**config.mk**
```make
export PLATFORM = sky130hd
export DESIGN_NAME = sram_req_scheduler
export DESIGN_NICKNAME = d
export VERILOG_FILES = /design/src/rtl/sram_req_scheduler.sv
export SDC_FILE = /design/constraint.sdc
export NUM_CORES = 1
export LEC_CHECK = 0
export CORE_AREA = 5 5 109 111
export DETAILED_ROUTE_END_ITERATION = 10
export DIE_AREA = 0 0 114 116
export PLACE_DENSITY_LB_ADDON = 0.25
export SLEW_MARGIN = 20
export SYNTH_ARGS = -nofsm -noshare
export SYNTH_HDL_FRONTEND = slang
export SYNTH_SLANG_ARGS = --single-unit
```
**constraint.sdc**
```tcl
create_clock -name clk -period 6.5 [get_ports clk]
set_input_delay 1.3 -clock clk [delete_from_list [all_inputs] [get_ports clk]]
set_output_delay 1.3 -clock clk [all_outputs]
set_load 0.05 [all_outputs]
```
**src/rtl/sram_req_scheduler.sv**
```systemverilog
// rtl/sram_req_scheduler.sv - arbitrates inst/data SRAM-like requesters onto one bridge request port
// Optional feature macro: SCHED_ROUND_ROBIN_EN (round-robin grant between inst and data sides)
module sram_req_scheduler #(
  parameter int MAX_OUTSTANDING = 4,
  parameter int CNT_W           = 3
) (
  input  logic        clk,
  input  logic        resetn,
  // inst side (read only)
  input  logic        i_req,
  input  logic [1:0]  i_size,
  input  logic [31:0] i_addr,
  output logic        i_addr_ok,
  output logic        i_data_ok,
  output logic [31:0] i_rdata,
  // data side
  input  logic        d_req,
  input  logic        d_wr,
  input  logic [1:0]  d_size,
  input  logic [31:0] d_addr,
  input  logic [3:0]  d_wstrb,
  input  logic [31:0] d_wdata,
  output logic        d_addr_ok,
  output logic        d_data_ok,
  output logic [31:0] d_rdata,
  // bridge request port
  output logic        dn_req,
  output logic        dn_wr,
  output logic        dn_id,
  output logic [1:0]  dn_size,
  output logic [31:0] dn_addr,
  output logic [3:0]  dn_wstrb,
  output logic [31:0] dn_wdata,
  input  logic        dn_addr_ok,
  // bridge responses
  input  logic        dn_rvalid,
  input  logic        dn_rid,
  input  logic [31:0] dn_rdata,
  input  logic        dn_bvalid,
  output logic        err_underflow
);

  localparam logic [CNT_W-1:0] MAX_CNT = CNT_W'(MAX_OUTSTANDING);
  localparam logic [CNT_W-1:0] ONE     = CNT_W'(1);

  // outstanding transaction counters and sticky error
  logic [CNT_W-1:0] r_rd_i_cnt;
  logic [CNT_W-1:0] r_rd_d_cnt;
  logic [CNT_W-1:0] r_wr_cnt;
  logic             r_err;

  logic w_i_elig;
  logic w_d_elig;
  logic w_prio_d;
  logic w_gnt_d;
  logic w_gnt_i;
  logic w_contended;

  logic w_i_issue;
  logic w_d_rd_issue;
  logic w_d_wr_issue;
  logic w_rd_i_retire;
  logic w_rd_d_retire;
  logic w_wr_retire;
  logic w_err_set;

  logic [CNT_W-1:0] w_rd_i_cnt_nxt;
  logic [CNT_W-1:0] w_rd_d_cnt_nxt;
  logic [CNT_W-1:0] w_wr_cnt_nxt;

  // issue and retire in the same cycle cancel; a retire at zero leaves the count at zero
  function automatic logic [CNT_W-1:0] f_cnt_next(input logic [CNT_W-1:0] cnt,
                                                  input logic             issue,
                                                  input logic             retire);
    logic [CNT_W-1:0] nxt;
    nxt = cnt;
    if (issue && !retire) begin
      nxt = cnt + ONE;
    end else if (retire && !issue && (cnt != '0)) begin
      nxt = cnt - ONE;
    end
    return nxt;
  endfunction

  // data reads wait for every write to be acknowledged so a read never overtakes a write
  assign w_i_elig = i_req & (r_rd_i_cnt < MAX_CNT);
  assign w_d_elig = d_req & (d_wr ? (r_wr_cnt < MAX_CNT)
                                  : ((r_rd_d_cnt < MAX_CNT) & (r_wr_cnt == '0)));

  assign w_contended = w_i_elig & w_d_elig;
  assign w_gnt_d     = w_d_elig & (~w_i_elig | w_prio_d);
  assign w_gnt_i     = w_i_elig & ~w_gnt_d;

`ifdef SCHED_ROUND_ROBIN_EN
  logic r_prio_d;

  // after each contended transfer hand priority to the side that lost it
  always_ff @(posedge clk) begin
    if (!resetn) begin
      r_prio_d <= 1'b1;
    end else if (w_contended && dn_addr_ok) begin
      r_prio_d <= ~w_gnt_d;
    end
  end

  assign w_prio_d = r_prio_d;
`else
  assign w_prio_d = 1'b1;
`endif

  // request payload follows the granted side; idle port drives zeros
  always_comb begin
    dn_req   = w_i_elig | w_d_elig;
    dn_id    = w_gnt_d;
    dn_wr    = 1'b0;
    dn_size  = 2'b00;
    dn_addr  = 32'h0;
    dn_wstrb = 4'h0;
    dn_wdata = 32'h0;
    if (w_gnt_d) begin
      dn_wr    = d_wr;
      dn_size  = d_size;
      dn_addr  = d_addr;
      dn_wstrb = d_wstrb;
      dn_wdata = d_wdata;
    end else if (w_gnt_i) begin
      dn_size  = i_size;
      dn_addr  = i_addr;
    end
  end

  assign i_addr_ok = w_gnt_i & dn_addr_ok;
  assign d_addr_ok = w_gnt_d & dn_addr_ok;

  assign w_i_issue    = i_addr_ok;
  assign w_d_rd_issue = d_addr_ok & ~d_wr;
  assign w_d_wr_issue = d_addr_ok & d_wr;

  assign w_rd_i_retire = dn_rvalid & ~dn_rid;
  assign w_rd_d_retire = dn_rvalid & dn_rid;
  assign w_wr_retire   = dn_bvalid;

  // response routing by id; writes always belong to the data side
  assign i_data_ok = w_rd_i_retire;
  assign d_data_ok = w_rd_d_retire | w_wr_retire;
  assign i_rdata   = dn_rdata;
  assign d_rdata   = dn_rdata;

  assign w_rd_i_cnt_nxt = f_cnt_next(r_rd_i_cnt, w_i_issue, w_rd_i_retire);
  assign w_rd_d_cnt_nxt = f_cnt_next(r_rd_d_cnt, w_d_rd_issue, w_rd_d_retire);
  assign w_wr_cnt_nxt   = f_cnt_next(r_wr_cnt, w_d_wr_issue, w_wr_retire);

  // a response that matches nothing, or a data read and write ack colliding, is an error
  assign w_err_set = (w_rd_i_retire & (r_rd_i_cnt == '0))
                   | (w_rd_d_retire & (r_rd_d_cnt == '0))
                   | (w_wr_retire   & (r_wr_cnt   == '0))
                   | (dn_rvalid & dn_rid & dn_bvalid);

  // outstanding counters, visible the cycle after the transfer or response
  always_ff @(posedge clk) begin
    if (!resetn) begin
      r_rd_i_cnt <= '0;
      r_rd_d_cnt <= '0;
      r_wr_cnt   <= '0;
    end else begin
      r_rd_i_cnt <= w_rd_i_cnt_nxt;
      r_rd_d_cnt <= w_rd_d_cnt_nxt;
      r_wr_cnt   <= w_wr_cnt_nxt;
    end
  end

  // sticky error flag, cleared only by reset
  always_ff @(posedge clk) begin
    if (!resetn) begin
      r_err <= 1'b0;
    end else if (w_err_set) begin
      r_err <= 1'b1;
    end
  end

  assign err_underflow = r_err;

endmodule

```
==> flow_summary_export.csv, run 1 <==
group,metric,value,unit
timing,post-route-period-util,0.772,
clocking,ctsHoldBuffers,0,
setup_path,rr_worst_depth,7,
logic_synthesis,syn_area,1930,µm²
finish,layout_commonest_cell,"clkdlybuf4s50_1",
logic_synthesis,synth_flop_cell,"dfxtp_1",
setup_path,endpoint_kind,"primary output",
setup_path,cp_num_cells,4,
timing,rsz0062_at_grt,"no",
global_routing,grt_pass1_wl,11900,µm
setup_path,slowest_stage,"clkdlybuf4s50_1",
logic_synthesis,synth_top_area_cell,"buf_4",
logic_synthesis,synth_seq_cells,10,
setup_path,crit_end,"i_addr_ok",
pwr,pwr-share-clk,0.078,
status,status,"finished, final reports clean",
placed_design,placed_cell_area,3480,µm²
pwr,power_density,231,nW/µm²
clocking,clock_latency,230,ps
logic_synthesis,syn_area_per_cell,6.31,µm²
clocking,tritoncts,"done",
finish,antenna_cells,0,
pwr,p_leak,0.00134,µW
setup_path,max_stage_delay,850,ps
detailed_routing,wl,8350,µm
setup_path,cp_max_fo,36,
placed_design,portBuffers,190,
timing,finalSetupViolations,0,
setup_path,critical_path.most_common_cell,"clkdlybuf4s50_1",
placed_design,gp_congestion,0.744,
setup_path,crit_type,"primary input to primary output",
floorplanning,core-area,10700,µm²
timing,slew_viol_final,0,
floorplanning,start_util,0.181,
global_routing,grt.overflow.total,0,
finish,fillers,1142,
global_routing,grt_max_degree,56,
finish,fin_cells,558,
detailed_routing,vias_per_cell,3.99,
logic_synthesis,synth-seq-area-share,0.104,
floorplanning,fp.dieH,116,µm
setup_path,r2r_start,"r_rd_i_cnt[2]",
global_routing,grt_pass1_vias,2223,
floorplanning,die-width,114,µm
placed_design,dp.cells,555,
clocking,cts_buffer_depth,2,
logic_synthesis,ys_types,36,
timing,hold_viol_final,0,
finish,final_nets,568,
clocking,cts_setup_buffers,0,
timing,fin_crit,5020,ps
timing,slew_headroom,0.459,
setup_path,worstPathRequired,5200,ps
pwr,peakVddDrop,0.0888,mV
clocking,htreeDepth,1,
setup_path,path_cells,"clkdlybuf4s50_1 > nor2b_4 > o2111a_1 > clkdlybuf4s50_1",
timing,tns,0,ps
floorplanning,io_pins,287,
setup_path,cp_top_family,"buffers and inverters",
logic_synthesis,async_reset_ff_frac,0,
logic_synthesis,synth.top_cell.area_share,0.249,
setup_path,crit_buf_inv,2,
clocking,root_buffer,"clkbuf_8",
pwr,seq_power_share,0.106,
finish,design_area,3520,µm²
detailed_routing,drc_errors,0,
pwr,pwr-share-comb,0.815,
setup_path,rrSetupSlack,3770,ps
logic_synthesis,synth_cells,306,
worst_hold_path,min_path_type,"flop to flop",
global_routing,grt_usage,0.111,
finish,syn2layout_area_growth,82.1,%
pwr,internal_power,364,µW
pwr,p_sw_frac,0.552,
pwr,switching_power,449,µW
timing,finalClockSkew,4.79,ps
detailed_routing,drt_iter0_markers,85,
detailed_routing,wl_per_cell,15.0,µm
timing,fmax,199,MHz
setup_path,critPathLaunchType,"primary input",
setup_path,crit_start,"i_req",
placed_design,hpwl,7050,µm
setup_path,worstReg2RegEnd,"r_rd_i_cnt[2]",
detailed_routing,first_pass_iters,4,
detailed_routing,ant_nets,0,
floorplanning,dieArea,13200,µm²
logic_synthesis,synth.area.top_cells,"buf_4 (25%), nand2_1 (16%), and2_1 (12%)",
job,max_cap_violations,0,
clocking,cts.reportedPaths.clkPinSlew,50,ps
clocking,ctsResizeCount,0,
floorplanning,placementRows,38,
worst_hold_path,holdCritStartpoint,"r_rd_d_cnt[2]",
setup_path,crit_arrival,3720,ps
logic_synthesis,yosysWarnings,0,
logic_synthesis,synth_edf_count,0,
global_routing,antenna_found_initial,0,
finish,drive_gt1_frac,0.0263,
finish,final_util,0.329,
clocking,cts_made_buffers,3,
clocking,clock-sinks,10,
finish,layout_common_cells,"clkdlybuf4s50_1 (190), nand2_1 (82), and2_1 (37)",
logic_synthesis,syn_nets,454,
timing,max_slew.worst_pin.slew,810,ps
detailed_routing,vias,2226,
-- power groups by stage --
stage          Sequential [µW]  Combinational (µW)  Clock, µW
2_1_floorplan             87.1                 528          0
3_3_place_gp              86.2                 666          0
3_5_place_dp              87.4                 669          0
4_1_cts                   86.2                 671       66.4
5_1_grt                   89.0                 703       69.2
6_report                  86.6                 663       63.7
-- flip-flops by register name, indices dropped and copies added (netlist names) --
register       cells
r_rd_d_cnt         3
r_rd_i_cnt         3
err_underflow      1
r_wr_cnt           3
-- cell usage after synthesis (2+ instances only) --
library cell and instances:
o22ai_1 2, o21ai_0 30, mux2i_1 8, nor2b_1 2, and2_1 37, clkbuf_1 15
dfxtp_1 10, or3_1 3, o21ai_1 6, fa_1 3, nand2b_1 10, buf_2 3
nor2_1 3, inv_1 5, buf_4 64, nor3_1 4, nand2_1 82
-- layer usage --
layer  share of wire  track usage  vias to the layer above
li1                -            -                     1139
met3            0.12       0.0423                       12
met5          0.0030       0.0148                        -
met1            0.34        0.120                      917
met4           0.012       0.0245                        2
met2            0.53        0.203                      156
-- how the worst min path moves through the flow --
stage	end	slack, ps	cells past startpoint
final	r_rd_d_cnt[2]	490	2
after global routing	r_rd_d_cnt[1]	540	2
after CTS	r_rd_d_cnt[2]	490	2
after detailed placement	err_underflow	480	1
after global placement	err_underflow	460	1
after floorplan	r_rd_d_cnt[2]	450	2
-- through the flow --
step | power, µW | setup slack, ps | hold slack, ps
after global placement | 752 | 1410 | 461
after CTS | 824 | 1380 | 493
after global routing | 862 | 1280 | 536
after detailed placement | 756 | 1400 | 481
final | 813 | 1480 | 495
after floorplan | 615 | 2100 | 455
-- layout make-up --
cell class	count	area (µm²)	area share
clock buffers	3	41.3	0.0117
inverters	5	18.8	0.00534
multi-input cells	208	1160	0.331
flip-flops and latches	10	200	0.0569
well taps	140	175	0.0498
repair buffers	192	1920	0.545
-- cell families (layout without fill, tap and decap cells) --
kind of cell               Yosys count  count (layout)  share of synthesized area
xor gates and xnor gates             2               2                    0.00907
AOI/OAI and AO/OA                   47              47                      0.137
buffers and inverters               88             200                      0.301
muxes                                9               9                     0.0486
DFF                                 10              10                      0.104
adders and majority gates            3               3                     0.0311
and+or+nand+nor                    147             147                      0.370
-- tightest hold or removal path: cells and delay by family, from the launching register on --
kind	cells	cell delay [ps]
flops	1	330
simple gates	1	60
mux	1	50
No activity file was read; power rests on OpenSTA's default activity.
==> run 2: changes to the inputs <==
==> constraint.sdc (replaced) <==
create_clock -name clk -period 4.3 [get_ports clk]
set_input_delay 0.86 -clock clk [delete_from_list [all_inputs] [get_ports clk]]
set_output_delay 0.86 -clock clk [all_outputs]
set_load 0.05 [all_outputs]
==> run 2 against run 1 <==
  * Power up 72%
  * Largest power group unchanged
  * Clock skew fell by 1.4 ps
  * Combinational power is 76% higher
  * Die area did not move
  * Sequential cell count stayed put
  * Cell count grew 0.18%
==> flow_summary_export.csv, run 2 (same netlist as run 1, synthesis figures left out) <==
group,metric,value,unit
setup_path,crit_type,"primary input to primary output",
finish,layout_common_cells,"clkdlybuf4s50_1 (116), nand2_1 (82), buf_12 (49)",
clocking,cts_setup_buffers,0,
detailed_routing,vias_per_cell,4.06,
timing,max_slew.worst_pin.slew,595,ps
floorplanning,start_util,0.181,
clocking,ctsHoldBuffers,0,
timing,rsz0062_at_grt,"no",
global_routing,grt_pass1_wl,12300,µm
setup_path,worstReg2RegEnd,"r_rd_d_cnt[2]",
timing,slew_headroom,0.602,
timing,fin_crit,3360,ps
clocking,clock_latency,230,ps
detailed_routing,drt_iter0_markers,79,
placed_design,placed_cell_area,3910,µm²
setup_path,cp_max_fo,8,
timing,hold_slack,483,ps
clocking,htreeDepth,1,
worst_hold_path,hold_end,"err_underflow",
global_routing,grt.overflow.total,0,
timing,finalSetupViolations,0,
global_routing,antenna_found_initial,0,
pwr,p_leak,0.00163,µW
timing,tns,0,ps
finish,layout_commonest_cell,"clkdlybuf4s50_1",
timing,post-route-period-util,0.782,
global_routing,grt_max_degree,62,
setup_path,slowest_stage,"clkdlybuf4s50_1",
floorplanning,die-width,114,µm
finish,reg_top3,"r_rd_d_cnt x3, r_rd_i_cnt x3, r_wr_cnt x3",
timing,hold_viol_final,0,
setup_path,path_cells,"clkdlybuf4s50_1 > nand2_1 > nand2b_1 > clkdlybuf4s50_1",
pwr,power_density,354,nW/µm²
floorplanning,dieArea,13200,µm²
pwr,peakVddDrop,0.156,mV
detailed_routing,vias,2271,
detailed_routing,wl_per_cell,15.6,µm
setup_path,critical_path.most_common_cell,"clkdlybuf4s50_1",
setup_path,max_stage_delay,810,ps
clocking,tritoncts,"done",
setup_path,worstPathRequired,3440,ps
floorplanning,fp.dieH,116,µm
setup_path,crit_buf_inv,2,
detailed_routing,drc_errors,0,
setup_path,cp_top_family,"buffers and inverters",
clocking,cts_buffer_depth,2,
placed_design,portBuffers,190,
clocking,clock-sinks,10,
detailed_routing,ant_nets,0,
floorplanning,io_pins,287,
finish,antenna_cells,0,
setup_path,critPathLaunchType,"primary input",
detailed_routing,wl,8720,µm
timing,slew_viol_final,0,
status,status,"finished, final reports clean",
job,max_cap_violations,0,
clocking,root_buffer,"clkbuf_8",
clocking,ctsResizeCount,0,
setup_path,r2r_start,"r_wr_cnt[0]",
timing,finalClockSkew,3.38,ps
global_routing,grt_pass1_vias,2272,
finish,fillers,1148,
global_routing,grt_usage,0.117,
finish,design_area,3950,µm²
timing,fmax,297,MHz
pwr,finalPower,1400,µW
clocking,cts_made_buffers,3,
floorplanning,core-area,10700,µm²
worst_hold_path,holdCritStartpoint,"err_underflow",
finish,syn2layout_area_growth,105,%
floorplanning,placementRows,38,
setup_path,rr_worst_depth,7,
placed_design,gp_congestion,0.737,
setup_path,crit_start,"dn_rvalid",
finish,final_nets,569,
worst_hold_path,hold_depth,1,
setup_path,crit_arrival,2500,ps
placed_design,hpwl,7590,µm
setup_path,rrSetupSlack,1580,ps
detailed_routing,first_pass_iters,4,
setup_path,endpoint_kind,"primary output",
worst_hold_path,min_path_type,"flop to flop",
clocking,cts.reportedPaths.clkPinSlew,50,ps
finish,drive_gt1_frac,0.205,
## run 2: cell types whose count changed in the layout (fill, tap and decap cells not counted)
cell and change:
clkdlybuf4s50_1 -74, buf_4 +26, buf_12 +49
## run 2: per-stage QoR
stage	setup slack, ps	cells	utilization
after floorplan	776	306	-
after global placement	948	556	0.366
after detailed placement	837	556	0.366
after CTS	916	559	0.369
after global routing	769	559	0.369
final	937	559	0.369
## run 2: area by class of cell
type | count | area (µm²) | area share
multi-input cells | 208 | 1160 | 0.295
well taps | 140 | 175 | 0.0443
repair buffers | 193 | 2350 | 0.595
clock buffers | 3 | 41.3 | 0.0104
inverters | 5 | 18.8 | 0.00475
flip-flops and latches | 10 | 200 | 0.0506
## run 2: worst max path at each step
stage	to	slack, ps	cells past startpoint
finish	d_data_ok	940	4
global route	dn_addr[0]	770	6
CTS	dn_size[1]	920	6
detailed placement	r_rd_d_cnt[2]	840	8
global placement	r_rd_d_cnt[2]	950	8
floorplan	dn_addr[10]	780	5
## run 2: worst reg2reg max path, stage by stage, from the launching register on
cell      delay, ps
dfxtp_1         370
or3_4           440
or4_4           470
nand2b_1        180
fa_1            410
or3_1           390
mux2i_1         180
mux2i_1         200
## run 2: where the power goes
| part | switching (µW) | leakage [µW] | total, µW | internal (µW) |
|---|---|---|---|---|
| Sequential | 19.9 | 0.0000818 | 129 | 109 |
| Combinational | 665 | 0.00152 | 1170 | 504 |
| Clock | 38.1 | 0.0000216 | 99.7 | 61.5 |
## run 2: layer usage
layer  vias up  GRT usage  part of all wire
met5         -     0.0148            0.0029
met4         2     0.0238             0.011
met3        10     0.0397              0.10
met2       140      0.223              0.54
met1       981      0.123              0.34
li1       1138          -                 -
